### src/rtl/ppe_wrr_packet_arbiter.sv
// ppe_wrr_packet_arbiter
// Weighted round-robin arbiter with packet locking for router output ports.
// A requester keeps the grant from its first flit through its tail flit, and it
// may send up to its weight's worth of consecutive packets before priority
// rotates to the next index.
//
// Ports:
//   clk       - clock, rising edge
//   reset     - asynchronous active-high reset
//   ce        - clock enable; state updates only when high
//   i_request - request vector, bit k = requester k
//   i_last    - tail-flit flag per requester, qualified by i_request
//   i_weight  - packed weights, field k = i_weight[k*WEIGHT_W +: WEIGHT_W]
//   o_grant   - one-hot or zero grant (combinational from state + inputs)
//   o_locked  - registered; high while a packet owns the output
//   o_owner   - registered index of the current/last owner
module ppe_wrr_packet_arbiter #(
    parameter int unsigned N        = 5,
    parameter int unsigned WEIGHT_W = 4
) (
    input  logic                  clk,
    input  logic                  reset,
    input  logic                  ce,
    input  logic [N-1:0]          i_request,
    input  logic [N-1:0]          i_last,
    input  logic [N*WEIGHT_W-1:0] i_weight,
    output logic [N-1:0]          o_grant,
    output logic                  o_locked,
    output logic [$clog2(N)-1:0]  o_owner
);

    localparam int unsigned OW = $clog2(N);

    typedef enum logic {
        StArb,
        StLock
    } state_e;

    state_e          state_q, state_d;
    logic [OW-1:0]   owner_q, owner_d;
    // Index of the requester that most recently completed a packet; used only
    // to decide whether the weight counter continues or restarts.
    logic [OW-1:0]   last_q, last_d;
    // Top-priority index (the one-hot prio bit, stored as its position).
    logic [OW-1:0]   prio_q, prio_d;
    logic [WEIGHT_W-1:0] used_q, used_d;

    logic            found;
    logic [OW-1:0]   gidx;
    logic [N-1:0]    grant;
    int unsigned     j;

    logic [WEIGHT_W-1:0] wsel;
    logic [WEIGHT_W-1:0] weff;
    logic [WEIGHT_W-1:0] used_base;
    logic [WEIGHT_W:0]   used_inc;

    // Grant selection
    always_comb begin
        found = 1'b0;
        gidx  = '0;
        grant = '0;
        j     = 0;
        if (state_q == StArb) begin
            // Circular search starting at the priority index.
            for (int unsigned i = 0; i < N; i++) begin
                j = int'(prio_q) + i;
                if (j >= N) begin
                    j = j - N;
                end
                if (!found && i_request[j]) begin
                    found = 1'b1;
                    gidx  = OW'(j);
                end
            end
        end else begin
            // Locked: only the owner may be granted; a dropped request yields zero.
            gidx  = owner_q;
            found = i_request[owner_q];
        end
        if (found) begin
            grant[gidx] = 1'b1;
        end
    end

    assign o_grant  = grant;
    assign o_locked = (state_q == StLock);
    assign o_owner  = owner_q;

    // Weight accounting for a completing packet of requester gidx
    always_comb begin
        wsel      = i_weight[int'(gidx)*WEIGHT_W +: WEIGHT_W];
        weff      = (wsel == '0) ? {{(WEIGHT_W-1){1'b0}}, 1'b1} : wsel;
        used_base = (gidx != last_q) ? '0 : used_q;
        used_inc  = {1'b0, used_base} + {{WEIGHT_W{1'b0}}, 1'b1};
    end

    // Next state
    always_comb begin
        state_d = state_q;
        owner_d = owner_q;
        last_d  = last_q;
        prio_d  = prio_q;
        used_d  = used_q;
        if (ce && found) begin
            owner_d = gidx;
            if (i_last[gidx]) begin
                // Packet completes this cycle.
                state_d = StArb;
                last_d  = gidx;
                if (used_inc >= {1'b0, weff}) begin
                    prio_d = (gidx == OW'(N - 1)) ? '0 : gidx + OW'(1);
                    used_d = '0;
                end else begin
                    prio_d = gidx;
                    used_d = used_inc[WEIGHT_W-1:0];
                end
            end else begin
                state_d = StLock;
            end
        end
    end

    always_ff @(posedge clk or posedge reset) begin
        if (reset) begin
            state_q <= StArb;
            owner_q <= '0;
            last_q  <= '0;
            prio_q  <= '0;
            used_q  <= '0;
        end else begin
            state_q <= state_d;
            owner_q <= owner_d;
            last_q  <= last_d;
            prio_q  <= prio_d;
            used_q  <= used_d;
        end
    end

endmodule

### config.mk
export PLATFORM = sky130hd
export DESIGN_NAME = ppe_wrr_packet_arbiter
export DESIGN_NICKNAME = d
export VERILOG_FILES = /design/src/rtl/ppe_wrr_packet_arbiter.sv
export SDC_FILE = /design/constraint.sdc
export NUM_CORES = 1
export LEC_CHECK = 0
export CORE_MARGIN = 1
export CORE_UTILIZATION = 52
export CTS_CLUSTER_DIAMETER = 50
export CTS_CLUSTER_SIZE = 40
export DETAILED_ROUTE_END_ITERATION = 7
export PLACE_DENSITY = 0.86
export SYNTH_ARGS = -nofsm -noshare
export SYNTH_HDL_FRONTEND = slang
export SYNTH_SLANG_ARGS = --single-unit
### constraint.sdc
create_clock -name clk -period 7 [get_ports clk]
set_input_delay 1.4 -clock clk [delete_from_list [all_inputs] [get_ports clk]]
set_output_delay 1.4 -clock clk [all_outputs]
set_load 0.02 [all_outputs]
==> results.md <==
- Synth Area in Simple Gates: 0.249
- Antenna cells: 0
- Area delta synth->final: 18.4%
- Synthesized Nets: 393
- M2 GR Usage: 0.475
- R2R Setup Slk: 0.76 ns
- Via Count: 2,926
- Overflow after GRT: 0
- Final Setup Violations: 0
- Root Driver: clkbuf_8
- Final antenna-violating net count: 0
- Yosys top cell by area: dfrtp_1
- Core area: 0.00514 mm2
- Yosys reg bits: 14
- Synthesized area: 0.00280 mm2
- Xor/xnor share of the synthesized area: 0.0313
- DRC: 0
- Crit path time final: 6.84 ns
- Total GRT Usage: 0.284
- Initial antenna violation count: 0
- Distinct cells, synth: 76
- Adder-Cell Fraction of Synth Area: 0.0848
- Top Usage Layer GRT: met2
- Port Buffer Count: 41
- Vias in the first global route: 2,647
- Critical path, cell by cell: clkdlybuf4s50_1 -> nor2b_1 -> mux4_2 -> a2111oi_4 -> nor2_1 -> nor4b_4 -> buf_4 -> o21a_1 -> o31ai_4 -> inv_2 -> nor3_1 -> clkdlybuf4s50_1
- Clock transition at path regs: 0.06 ns
- R2R Path Start: prio_q[1]
- CTS sink count: 14
- Register area share after synthesis: 0.125
- First-pass GRT wire length: 12.6 mm
- Fin. Hold Viols: 0
- FILL cells: 456
- Fin util: 0.646
- Synth top cells by count: nor2_1 (26), nand2_1 (25), ha_1 (19)
- HP Class: register to register
- Grt met1 use: 0.394
- Full die area: 0.00569 mm2
- Unrepaired setup endpoints after global routing: false
- Worst-skew pair later-pin latency: 0.25 ns
- H-tree depth: 1
- Compound-gate portion of the synthesized area: 0.307
- Setup crit start: i_request[0]
- Area share of the largest cell type after synthesis: 0.125
- Drt total wl: 7.94 mm
- Status: complete, no violations
- Rel. slew slack: 0.539
- Via-per-instance ratio: 6.53
- Share of flip-flops with an asynchronous set or reset: 1.00
- Reg2Reg Depth: 22
- Mux contribution to synthesized area: 0.132
- Fin crit share: 0.977
- Initial Util: 0.545
- Die X-Extent: 75.4 um
- Crit-path max FO: 10
- CTS tree: done
- I/O pin total: 42
- Setup TNS: 0 ns
- Cell with the most instances after synthesis: nor2_1
- Nets: 431
- Main combinational cell family by area after synthesis: compound AO/OA/AOI/OAI gates
- Fmax: 146 MHz
- DR WL/cell: 17.7 um
- Top_reg_cell synth: dfrtp_1
- Synth area leaders: dfrtp_1 (13%), ha_1 (8.5%), mux2i_1 (5.0%), nor2_1 (3.5%), nand2_1 (3.3%)
- GP Congestion: 0.903
- End of the critical path: o_grant[2]
- Worst path arrival time: 5.44 ns
- Cell Area, Placed: 0.00326 mm2
- Critical Path End Type: output pin
- Crit path top cell by count: clkdlybuf4s50_1
- CTS max path bufs: 2
- Critical Path Start Type: primary input
- DR iter-0 viols: 313
- Fin area: 0.00332 mm2
- Post-Syn Area per Cell: 8.22 um2
- Row count: 26
- CP max stage delay: 0.69 ns
- Largest net degree at the start of global routing: 34
- Worst Tran Pin Value: 0.692 ns
- Die Span Y: 75.4 um
- Clock Skews: 0.00344 ns
- Synthesis Warnings: 0
- DRT Pass-1 Iters: 5
- Share of layout cells above drive strength 1: 0.130
- Dpl hpwl: 6.04 mm
- CTS Buf Count: 3
- Hold Path Stages: 1
- WP data required: 5.60 ns
- WS Path Type: primary input to output pin
- Worst r2r dst: prio_q[0]
- Max-slew violations: 0
- Number of flops mapped to enable cells by yosys: 0
- Post-route insts no fill: 448
- GR Layer Usage met3: 0.0397
- Placed insts: 444
- Max-cap violation count: 0
- Slowest cell on the critical path: clkdlybuf4s50_1
- Mapped Cells: 341
==> layout make-up <==
cell class / instances / area (um2) / share of cell area
Clock buffer: 4 / 55.1 / 0.0166
Inverter: 19 / 71.3 / 0.0215
Multi-Input combinational cell: 290 / 2260 / 0.680
Sequential cell: 14 / 350 / 0.106
Tap cell: 70 / 87.6 / 0.0264
Timing Repair Buffer: 51 / 498 / 0.150
==> layer usage <==
layer	routed length, um	part of all wire
met1	3410	0.43
met2	3860	0.49
met3	518	0.065
met4	141	0.018
met5	0	0
==> worst max-delay path: cells and delay by family <==
| kind | cells | cell delay [ns] |
|---|---|---|
| buffers and inverters | 4 | 1.68 |
| AO/OA/AOI/OAI | 3 | 1.12 |
| AND/OR/NAND/NOR | 4 | 0.73 |
| multiplexers | 1 | 0.49 |
==> worst min path at each step <==
stage / from / to / slack, ns
4_1_cts: last_q[2] / last_q[2] / 0.54
2_1_floorplan: used_q[0] / used_q[0] / 0.50
6_report: last_q[2] / last_q[2] / 0.54
3_5_place_dp: last_q[2] / last_q[2] / 0.52
5_1_grt: last_q[2] / last_q[2] / 0.55
3_3_place_gp: used_q[0] / used_q[0] / 0.52
==> cell usage in the layout, fill, tap and decap left out, types with 4 or more instances in the layout <==
cell type / Yosys / final
clkdlybuf4s50_1: 0 / 41
nor2_1: 26 / 26
nand2_1: 25 / 25
ha_1: 19 / 19
inv_1: 17 / 17
a21oi_1: 16 / 16
mux2i_1: 14 / 14
dfrtp_1: 14 / 14
o21ai_0: 10 / 10
nor2b_1: 10 / 10
nand3_1: 10 / 10
buf_4: 3 / 9
a211oi_1: 8 / 8
o22ai_1: 8 / 8
nor3_1: 8 / 8
nand2b_1: 7 / 7
xnor2_1: 7 / 7
a31oi_1: 7 / 7
mux2_2: 6 / 6
nand3b_1: 6 / 6
and2_1: 6 / 6
o211ai_1: 5 / 5
nand4_1: 5 / 5
mux4_2: 4 / 4
a21o_1: 4 / 4
mux2_4: 4 / 4
clkbuf_8: 0 / 4
==> logic make-up after synthesis <==
| family | Yosys count |
|---|---|
| simple gates | 127 |
| compound gates | 105 |
| buf+inv | 37 |
| mux | 29 |
| fa+ha+maj | 19 |
| flops | 14 |
| xor+xnor | 10 |
==> registers in the layout, summed over array words and instances, names as in the netlist <==
name,flops
last_q,3
o_locked,1
o_owner,3
prio_q,3
used_q,4
==> repair_timing <==
item                                   CTS  global route
setup endpoints to repair                0             4
hold buffers                             0             0
setup buffers                            0             0
endpoints found under the hold margin    0             0
gates resized for setup                  0             1
==> per-stage QoR <==
stage	worst slack [ns]	hold slack (ns)
after floorplan	1.06	0.496
after global placement	0.230	0.517
after detailed placement	0.0971	0.517
after CTS	0.251	0.537
after global routing	0.0312	0.545
final	0.163	0.540
Power is not shown: default switching activity piles up to over one toggle a cycle in this logic, so the estimate is an artifact.
